===== config.mk =====
export PLATFORM = sky130hd
export DESIGN_NAME = serial_adder
export DESIGN_NICKNAME = d
export VERILOG_FILES = /design/src/rtl/serial_adder.sv
export SDC_FILE = /design/constraint.sdc
export NUM_CORES = 1
export LEC_CHECK = 0
export ABC_AREA = 1
export BUFFER_PORTS_ARGS = -buffer_cell sky130_fd_sc_hd__buf_2
export CORE_AREA = 2 2 59 61
export CTS_BUF_LIST = sky130_fd_sc_hd__clkbuf_8
export DETAILED_ROUTE_END_ITERATION = 10
export DIE_AREA = 0 0 61 63
export GPL_TIMING_DRIVEN = 0
export PLACE_DENSITY_LB_ADDON = 0.15
export SYNTH_ARGS = -nofsm -noshare
export SYNTH_HDL_FRONTEND = slang
export SYNTH_SLANG_ARGS = --single-unit
export TNS_END_PERCENT = 50

===== constraint.sdc =====
create_clock -name clk -period 2.1 [get_ports clk]
set_input_delay 0.315 -clock clk [delete_from_list [all_inputs] [get_ports clk]]
set_output_delay 0.315 -clock clk [all_outputs]
set_load 0.01 [all_outputs]

===== src/rtl/serial_adder.sv =====
`default_nettype none
// ============================================================================
// Module      : serial_adder
// Description : Bit-serial WIDTH-bit adder. A single full-adder cell and a
//               carry flip-flop process the operands LSB-first, one bit per
//               clock. Operands are accepted in parallel on a valid/ready
//               handshake, and the parallel result is returned on a second
//               valid/ready handshake.
// Revision    : 1.0 - initial release
// ----------------------------------------------------------------------------
// Parameters  : WIDTH  operand/sum width in bits, legal range 2..64
// Ports       : clk        rising-edge clock
//               rst_n      asynchronous active-low reset
//               in_valid   operands and c_in valid
//               in_ready   block can accept operands (IDLE only)
//               a, b       operands
//               c_in       carry into bit 0
//               sub        (SERIAL_ADDER_SUB_EN only) 1 = compute a-b
//               out_valid  sum/c_out valid
//               out_ready  consumer accepts the result
//               sum        low WIDTH bits of a+b+c_in
//               c_out      carry out of bit WIDTH-1
//               busy       high while bits are being processed
// Options     : `define SERIAL_ADDER_SUB_EN adds the sub port; with
//               sub=1 the block loads ~b and forces the initial carry to 1,
//               so c_out=1 means no borrow.
// ============================================================================
module serial_adder #(
  parameter int WIDTH = 8
) (
  input  logic             clk,
  input  logic             rst_n,
  input  logic             in_valid,
  output logic             in_ready,
  input  logic [WIDTH-1:0] a,
  input  logic [WIDTH-1:0] b,
  input  logic             c_in,
`ifdef SERIAL_ADDER_SUB_EN
  input  logic             sub,
`endif
  output logic             out_valid,
  input  logic             out_ready,
  output logic [WIDTH-1:0] sum,
  output logic             c_out,
  output logic             busy
);

  localparam int CW = $clog2(WIDTH);
  localparam logic [CW-1:0] LAST = CW'(WIDTH - 1);

  localparam logic [1:0] IDLE = 2'd0;
  localparam logic [1:0] RUN  = 2'd1;
  localparam logic [1:0] DONE = 2'd2;

  logic [1:0]       state;
  logic [WIDTH-1:0] a_sr;
  logic [WIDTH-1:0] b_sr;
  // Only WIDTH-1 result bits need storing: the final bit comes straight
  // from the cell on the last edge.
  logic [WIDTH-2:0] sum_sr;
  logic             carry_ff;
  logic [CW-1:0]    count;

  logic             fa_s;
  logic             fa_co;
  logic [WIDTH-1:0] sum_cat;

  // Full-adder cell fed with the current bit triple.
  assign fa_s  = a_sr[0] ^ b_sr[0] ^ carry_ff;
  assign fa_co = (a_sr[0] & b_sr[0]) | (a_sr[0] & carry_ff) | (b_sr[0] & carry_ff);

  // New sum bit enters at the MSB; after WIDTH shifts the whole word is aligned.
  assign sum_cat = {fa_s, sum_sr};

  assign in_ready = (state == IDLE);
  assign busy     = (state == RUN);

  always_ff @(posedge clk or negedge rst_n) begin
    if (!rst_n) begin
      state     <= IDLE;
      a_sr      <= '0;
      b_sr      <= '0;
      sum_sr    <= '0;
      carry_ff  <= 1'b0;
      count     <= '0;
      sum       <= '0;
      c_out     <= 1'b0;
      out_valid <= 1'b0;
    end else begin
      case (state)
        IDLE: begin
          if (in_valid) begin
            a_sr  <= a;
`ifdef SERIAL_ADDER_SUB_EN
            b_sr     <= sub ? ~b : b;
            carry_ff <= sub ? 1'b1 : c_in;
`else
            b_sr     <= b;
            carry_ff <= c_in;
`endif
            count <= '0;
            state <= RUN;
          end
        end
        RUN: begin
          sum_sr   <= sum_cat[WIDTH-1:1];
          a_sr     <= a_sr >> 1;
          b_sr     <= b_sr >> 1;
          carry_ff <= fa_co;
          count    <= count + 1'b1;
          if (count == LAST) begin
            sum       <= sum_cat;
            c_out     <= fa_co;
            out_valid <= 1'b1;
            state     <= DONE;
          end
        end
        DONE: begin
          if (out_ready) begin
            out_valid <= 1'b0;
            state     <= IDLE;
          end
        end
        default: begin
          out_valid <= 1'b0;
          state     <= IDLE;
        end
      endcase
    end
  end

endmodule
`default_nettype wire


==> Word level (Yosys, flattened, before mapping) <==
Index checks and enable logic that the tools add are counted.
{ "op_classes": {"bitwise_logic": 8, "eq_ne": 6, "n_addsub": 1, "n_reduce_logical": 6, "n_mux": 15} }
{ "op_table": {"columns": ["op", "count"], "rows": [
  ["$pmux W8 S2", 2],
  ["$mux W8", 2],
  ["$mux W2", 3],
  ["$pmux W2 S3", 1],
  ["$pmux W3 S2", 1],
  ["$reduce_and A3 Y1", 2],
  ["$ne A2 B2 Y1 const B", 2],
  ["$reduce_and A2 Y1", 2],
  ["$add A3 B1 Y3 const B", 1],
  ["$and A1 B1 Y1", 3],
  ["$eq A3 B3 Y1 const B", 1],
  ["$mux W1", 3],
  ["$mux W3", 1],
  ["$pmux W1 S3", 1],
  ["$eq A2 B1 Y1 const B", 1],
  ["$eq A2 B2 Y1 const B", 1],
  ["$logic_not A2 Y1", 1],
  ["$ne A2 B1 Y1 const B", 1],
  ["$or A1 B1 Y1", 2],
  ["$pmux W1 S2", 1],
  ["$reduce_bool A2 Y1", 1],
  ["$xor A1 B1 Y1", 2],
  ["$not A1 Y1", 1]
]} }
{ "totals": {"out_inout_bits": 12, "reg_bits": 39} }

==> Depth between registers and ports, before layout <==
Gate-level depths: netlist of the first run.
{ "depth": {"depth_word": 4, "ltp_mapped": 7, "mapped_depth_nobuf": 6} }

==> Worst setup path after synthesis of the first run <==
OpenSTA, ideal clock, no wires.
{ "synth_timing": {"path_type": "reg-to-reg", "from": "reg count[0]", "to": "reg state[1]", "setup_time_ps": 126, "stages_incl_launch_ff": 6, "synth_period_minus_slack_ps": 1280, "required_time_ps": 1974, "slack_ps": 820, "arrival_time_ps": 1154, "n_path_buf": 1, "cell_sequence": "dfrtp_1 > ha_1 > ha_1 > nand2_2 > buf_6 > o31ai_1"} }
{ "synth_via": {"elab_chain_cells": 3} }
{ "synth_lines": {"columns": ["item", "line", "source"], "rows": [
  ["from (decl)", "62", "logic [CW-1:0] count;"],
  ["from (signal assigned)", "110", "count <= count + 1'b1;"],
  ["$eq A3 B3 Y1", "111", "if (count == LAST) begin"],
  ["$ne A2 B1 Y1 (no line)", null, null],
  ["$reduce_and A3 Y1 (no line)", null, null],
  ["to (signal assigned)", "115", "state <= DONE;"],
  ["to (signal assigned)", "121", "state <= IDLE;"],
  ["to (signal assigned)", "126", "state <= IDLE;"],
  ["to (decl)", "55", "logic [1:0] state;"]
]} }
No other way between the ends.
A chain may end at the register's enable or synchronous reset.

==> Final worst setup path of the first run <==
{ "layout_timing": {"from": "reg state[0]", "to": "out in_ready"} }
{ "layout_via": {"elab_chain_cells": 1} }
{ "layout_lines": {"columns": ["item", "line", "source"], "rows": [
  ["from (signal assigned)", "80", "state <= IDLE;"],
  ["from (signal assigned)", "102", "state <= RUN;"],
  ["from (signal assigned)", "115", null],
  ["$logic_not A2 Y1", "75", "assign in_ready = (state == IDLE);"],
  ["to (decl)", "34", "output logic in_ready,"]
]} }
No other way between the ends.

==> summary.txt, run 1 <==
Outcome
  – Status: complete, no violations

Final layout
  – Antenna diodes: 0
  – Layout cells sized above 1: 0.243
  – Post-route cell area: 2190 µm²
  – Final #Nets: 286
  – P&R area growth vs syn: 19.3%

Die
  – Die area: 3840 µm²
  – Die Wd: ~60 µm
  – Die Y: 63 µm
  – Starting Density: 0.569
  – Core region area: 3230 µm²
  – # rows: 21
  – I/O pins: 33

Global routing
  – Global route total overflow: 0
  – First-pass GRT wire length: 6200 µm
  – Initial antenna violation count: 0
  – All-Layer GR Usage: 0.213
  – Number of global-route vias before repair: 1,411
  – Largest net degree at the start of global routing: 40

Timing
  – Worst slew pin tran: 0.839 ns
  – Setup violations, final: 0
  – Unrepaired setup endpoints after global routing: false
  – Setup TNS: 0 ns
  – Fin. Hold Viols: 0
  – Fin crit share: 0.761
  – FMAX: approximately 630 MHz
  – Slew Viols, Final: 0
  – Final min period: 1.60 ns
  – Clock skew: 0.00779 ns
  – Normalized max-slew margin: 0.441

Logic synthesis
  – Cell area after synthesis: 1840 µm²
  – Post-synthesis cell count: 223
  – Flops & latches, synth: 39
  – Sequential share of the synthesized area: 0.531
  – Post-synth cell types: 19
  – Syn Nets: 247
  – Synthesized area per cell: 8.25 µm²
  – Yosys warnings: 0

CTS
  – CTS hold repair buffers: 0
  – CTS buffer count: 5
  – Number of gates resized after cts: 0
  – H-tree Lvls: 2
  – Clk Tree Root Cell: clkbuf_8
  – Clock-pin transition on the worst setup and hold timing paths: roughly 0.080 ns
  – Worst-Skew Late Latency: 0.29 ns
  – Sinks on Clock Net: 39
  – Post-CTS setup buffer count: 0
  – CTS tree: done
  – CTS max path bufs: 2

Drt
  – Detailed Route WL: between 3000 and 4000 µm
  – Via density: between 4 and 5
  – First DRT Iteration DRCs: 61
  – Length of the first detailed-routing pass in iterations: 4
  – DRC: 0
  – Post-route ant nets: 0
  – Via count: around 1,500
  – WL/cell: 11.0 µm

Worst setup path
  – Crit path required time: ~1.8 ns
  – Critical-path maximum fanout: 10
  – CP Class: reg2out
  – Crit. End Element: output pin
  – R2R depth: 5
  – Critical path data arrival time: between 1 and 1.5 ns
  – Worst Setup Start Kind: register

Placed design
  – Final HPWL DP: 2330 µm
  – GP Congestion: 0.725
  – DP Area: 2060 µm²
  – PortBufs: 32

Power
  – Worst vdd ir: 0.661 mV
  – Pwr Density: 1530 nW/µm²
  – Leakage power: 0.00127 µW

Run
  – Maxcap violations: 0

Worst hold path
  – HP Class: in2async
final timing paths:
path / start / endpoint / slack [ns]
worst max register to register: count[0] / state[1] / 0.66
max in group asynchronous: rst_n / c_out / 1.44
min in group clk: out_ready / state[1] / 0.22
worst min register to register: sum[0] / sum[0] / 0.47
worst max-delay path: state[0] / in_ready / 0.50
worst min-delay path: rst_n / b_sr[2] / 0.13
cells by family (layout without fill, tap and decap cells):
group | after synthesis | after routing | synth area share
AND/OR/NAND/NOR | 110 | 110 | 0.249
buffers and inverters | 50 | 90 | 0.120
flip-flops | 39 | 39 | 0.531
AO/OA/AOI/OAI | 21 | 21 | 0.0755
adder cells (fa/ha/maj) | 3 | 3 | 0.0245
synth_stat cells:
library cell  instances  area (µm²)
nand2_1              85         319
dfrtp_1              39         976
inv_1                39         146
nand3_1              18        90.1
o21ai_0              10        50.1
o21ai_2               8        70.1
buf_2                 5        25.0
buf_6                 3        33.8
nand2_2               3        18.8
ha_1                  2        25.0
inv_2                 2        7.51
nor2_1                2        7.51
a21oi_1               1        5.00
fa_1                  1        20.0
inv_6                 1        8.76
nand2_4               1        11.3
nor2_4                1        11.3
o22ai_1               1        6.26
o31ai_1               1        7.51
registers in the layout, summed over array words and instances, names as in the netlist:
| signal | flops |
|---|---|
| a_sr | 8 |
| b_sr | 8 |
| sum | 8 |
| sum_sr | 7 |
| count | 3 |
| state | 2 |
| c_out | 1 |
| carry_ff | 1 |
| out_valid | 1 |
layout make-up:
cell class                      count  area [µm²]
Tap cell                           46        57.6
Buffer                              8        58.8
Sequential cell                    39         976
Clock buffer                        5        68.8
Clock inverter                      3        67.6
Multi-Input combinational cell    134         642
Timing Repair Buffer               32         160
Fill cell                         291        1040
Inverter                           42         163
worst max-delay path, stage by stage, from the launching register on:
cell	delay (ns)
dfrtp_1	0.41
buf_2	0.19
nor2_1	0.21
buf_2	0.18
report_power, final:
part	internal, µW	total [µW]	switching [µW]
clock network	474	741	267
logic	508	1330	821
registers	1100	1280	185
total	2080	3350	1270
cells in the final DEF (no fill, tap or decap), drive strengths merged:
cell,Yosys,routed
dfrtp,39,39
o31ai,1,1
nand2,89,89
o22ai,1,1
o21ai,18,18
bufinv,0,2
clkinvlp,0,1
a21oi,1,1
clkbuf,0,5
inv,42,42
nand3,18,18
fa,1,1
nor2,3,3
buf,8,40
ha,2,2
metal layers:
| layer | track usage | share of wire | wire length (µm) |
|---|---|---|---|
| met1 | 0.297 | 0.47 | 1590 |
| met2 | 0.329 | 0.47 | 1580 |
| met3 | 0.0476 | 0.045 | 152 |
| met4 | 0.0625 | 0.016 | 55 |
| met5 | 0 | 0 | 0 |
stage by stage:
| step | utilization | cells | setup slack [ns] | hold WS (ns) | total power [µW] |
|---|---|---|---|---|---|
| floorplan | - | 223 | 0.820 | 0.0194 | 2260 |
| global placement | 0.636 | 301 | 0.684 | 0.453 | 2590 |
| detailed placement | 0.636 | 301 | 0.669 | 0.453 | 2640 |
| CTS | 0.679 | 309 | 0.498 | 0.158 | 3390 |
| global route | 0.679 | 309 | 0.420 | 0.205 | 3680 |
| finish | 0.679 | 309 | 0.502 | 0.128 | 3350 |
Power figures use the tool's default switching activity.
==> run 2, diff against run 1 <==
--- a/config.mk
+++ b/config.mk
@@ -7,10 +7,10 @@
 export LEC_CHECK = 0
 export ABC_AREA = 1
 export BUFFER_PORTS_ARGS = -buffer_cell sky130_fd_sc_hd__buf_2
-export CORE_AREA = 2 2 59 61
+export CORE_AREA = 2 2 63 65
 export CTS_BUF_LIST = sky130_fd_sc_hd__clkbuf_8
 export DETAILED_ROUTE_END_ITERATION = 10
-export DIE_AREA = 0 0 61 63
+export DIE_AREA = 0 0 65 67
 export GPL_TIMING_DRIVEN = 0
 export PLACE_DENSITY_LB_ADDON = 0.15
 export SYNTH_ARGS = -nofsm -noshare
==> constraint.sdc (replaced) <==
create_clock -name clk -period 1.33 [get_ports clk]
set_input_delay 0.1995 -clock clk [delete_from_list [all_inputs] [get_ports clk]]
set_output_delay 0.1995 -clock clk [all_outputs]
set_load 0.01 [all_outputs]
==> run 2 against run 1 <==
First-iteration DRC count down 9.8%. Wire length increased by 6.5%. Worst setup slack got worse by 0.48 ns. Critical path depth did not move. Largest cell class unchanged. Critical endpoint unchanged. Sequential share of layout area down 1.4 points. Global-route usage decreased by 1.8 points. Design area rose by 3.4%. Via count increased by 1.6%.
==> summary.txt, run 2 (synthesized netlist as in run 1, its figures left out) <==
Die
  – # rows: 22
  – Starting Density: 0.510
  – Die Y: 67 µm
  – I/O pins: 33
  – Die area: 4360 µm²
  – Core region area: about 3600 µm²
  – Die Wd: 65 µm

Worst hold path
  – HP Class: in2async

Worst setup path
  – Worst Setup Start Kind: register
  – Critical-path maximum fanout: 10
  – Crit path required time: 1.13 ns
  – Critical path's largest stage delay: 0.43 ns
  – Worst path slowest cell: dfrtp_1
  – CP bufs+invs: 2
  – Crit. End Element: output pin
  – CP Class: reg2out
  – Delay-heaviest family, CP: flip-flops
  – Worst-path cell chain: buf_6 -> nor2_4 -> buf_6
  – Critical path data arrival time: 1.11 ns
  – Most frequent CP cell: buf_6

Placed design
  – DP Cell Count: 303
  – DP Area: between 2000 and 2500 µm²
  – PortBufs: 32
  – Final HPWL DP: between 2000 and 2500 µm
  – GP Congestion: between 0.7 and 0.8
  – Placement Setup Slack: -0.114 ns

Power
  – Worst vdd ir: approximately 1.3 mV
  – Psw: 2070 µW
  – Combinational Power Share: 0.415
  – Leakage power: 0.00130 µW
  – Clock power share: 0.211
  – Total chip power: 5480 µW
  – P_int: 3410 µW
  – Pwr Density: 2420 nW/µm²
  – Flop pwr share: 0.374
  – Switching power share of the total: 0.378

Timing
  – FMAX: between 700 and 800 MHz
  – Setup violations, final: 0
  – Normalized max-slew margin: 0.423
  – Worst slew pin tran: 0.866 ns
  – Clock skew: 0.00499 ns
  – Fin. Hold Viols: 0
  – Fin crit share: 0.982
  – Unrepaired setup endpoints after global routing: true
  – Final min period: 1.31 ns
  – Slew Viols, Final: 0
  – Setup TNS: 0 ns
  – Final WS setup: 0.0244 ns

Drt
  – First DRT Iteration DRCs: 55
  – Via density: between 4 and 5
  – Length of the first detailed-routing pass in iterations: 4
  – Via count: 1,474
  – WL/cell: 11.4 µm
  – Detailed Route WL: 3610 µm
  – Post-route ant nets: 0
  – DRC: 0

Global routing
  – Global route total overflow: 0
  – Number of global-route vias before repair: ~1,500
  – Largest net degree at the start of global routing: 40
  – All-Layer GR Usage: 0.195
  – First-pass GRT wire length: 6440 µm
  – Initial antenna violation count: 0

Outcome
  – Status: complete, no violations

Final layout
  – Regs by FF count: a_sr x8, b_sr x8, sum x8
  – Fin cells: 316
  – Antenna diodes: 0
  – Final #Nets: 291
  – Layout cells sized above 1: 0.265
  – Commonest non-fill, non-tap cell in the layout: nand2_1
  – Most frequent cells in the layout: nand2_1, inv_1, dfrtp_1
  – Post-route cell area: 2270 µm²
  – P&R area growth vs syn: 23.3%

CTS
  – H-tree Lvls: 2
  – Worst-Skew Late Latency: 0.29 ns
  – Clk Tree Root Cell: clkbuf_8
  – CTS buffer count: 5
  – CTS max path bufs: 2
  – CTS tree: done
  – CTS hold repair buffers: 0
  – Sinks on Clock Net: 39
  – Clock-pin transition on the worst setup and hold timing paths: approximately 0.08 ns

Run
  – Maxcap violations: 0
==> run 2: path summary, 6_finish.rpt <==
| kind | startpoint | slack (ns) | cells past startpoint | endpoint |
|---|---|---|---|---|
| max reg2reg | count[0] | 0.05 | 5 | state[1] |
| max | state[0] | 0.02 | 3 | in_ready |
| min reg2reg | sum[1] | 0.48 | 2 | sum[1] |
| min | rst_n | 0.02 | 1 | sum[4] |
| min in group clk | out_ready | 0.12 | 2 | state[1] |
| max in group asynchronous | rst_n | 0.71 | 1 | state[1] |
==> run 2: timing repair <==
action                                  4_1_cts  5_1_grt
pin swaps                                     2        1
setup buffers                                 4        1
resized for setup                             6        6
endpoints found under the setup margin       11       11
hold endpoints to repair                      0        0
==> run 2: cell type report <==
class	instances	area (µm²)
multi-input cells	134	657
clock inverters	3	63.8
flip-flops and latches	39	977
repair buffers	37	204
well taps	48	60.1
clock buffers	5	68.8
inverters	42	163
fillers	323	1340
plain buffers	8	73.8
==> run 2: power groups by stage <==
stage | Sequential, µW | Clock, µW | Combinational (µW)
after global routing | 2110 | 1210 | 2680
final | 2050 | 1150 | 2280
after floorplan | 2060 | 0 | 1510
after CTS | 2050 | 1170 | 2230
after global placement | 2030 | 0 | 2080
after detailed placement | 2060 | 0 | 2140
==> run 2: layer usage <==
layer / routed length [µm] / track usage / vias to the layer above
met1: 1720 / 0.237 / 674
li1: - / - / 754
met3: 141 / 0.0422 / 8
met2: 1670 / 0.332 / 38
met4: 75 / 0.0851 / 0
met5: 0 / 0 / -
==> run 2: through the flow <==
stage / utilization / hold WS (ns)
after floorplan: - / -0.0961
after global placement: 0.571 / 0.369
after detailed placement: 0.571 / 0.360
after CTS: 0.622 / 0.0537
after global routing: 0.629 / 0.0903
final: 0.629 / 0.0199
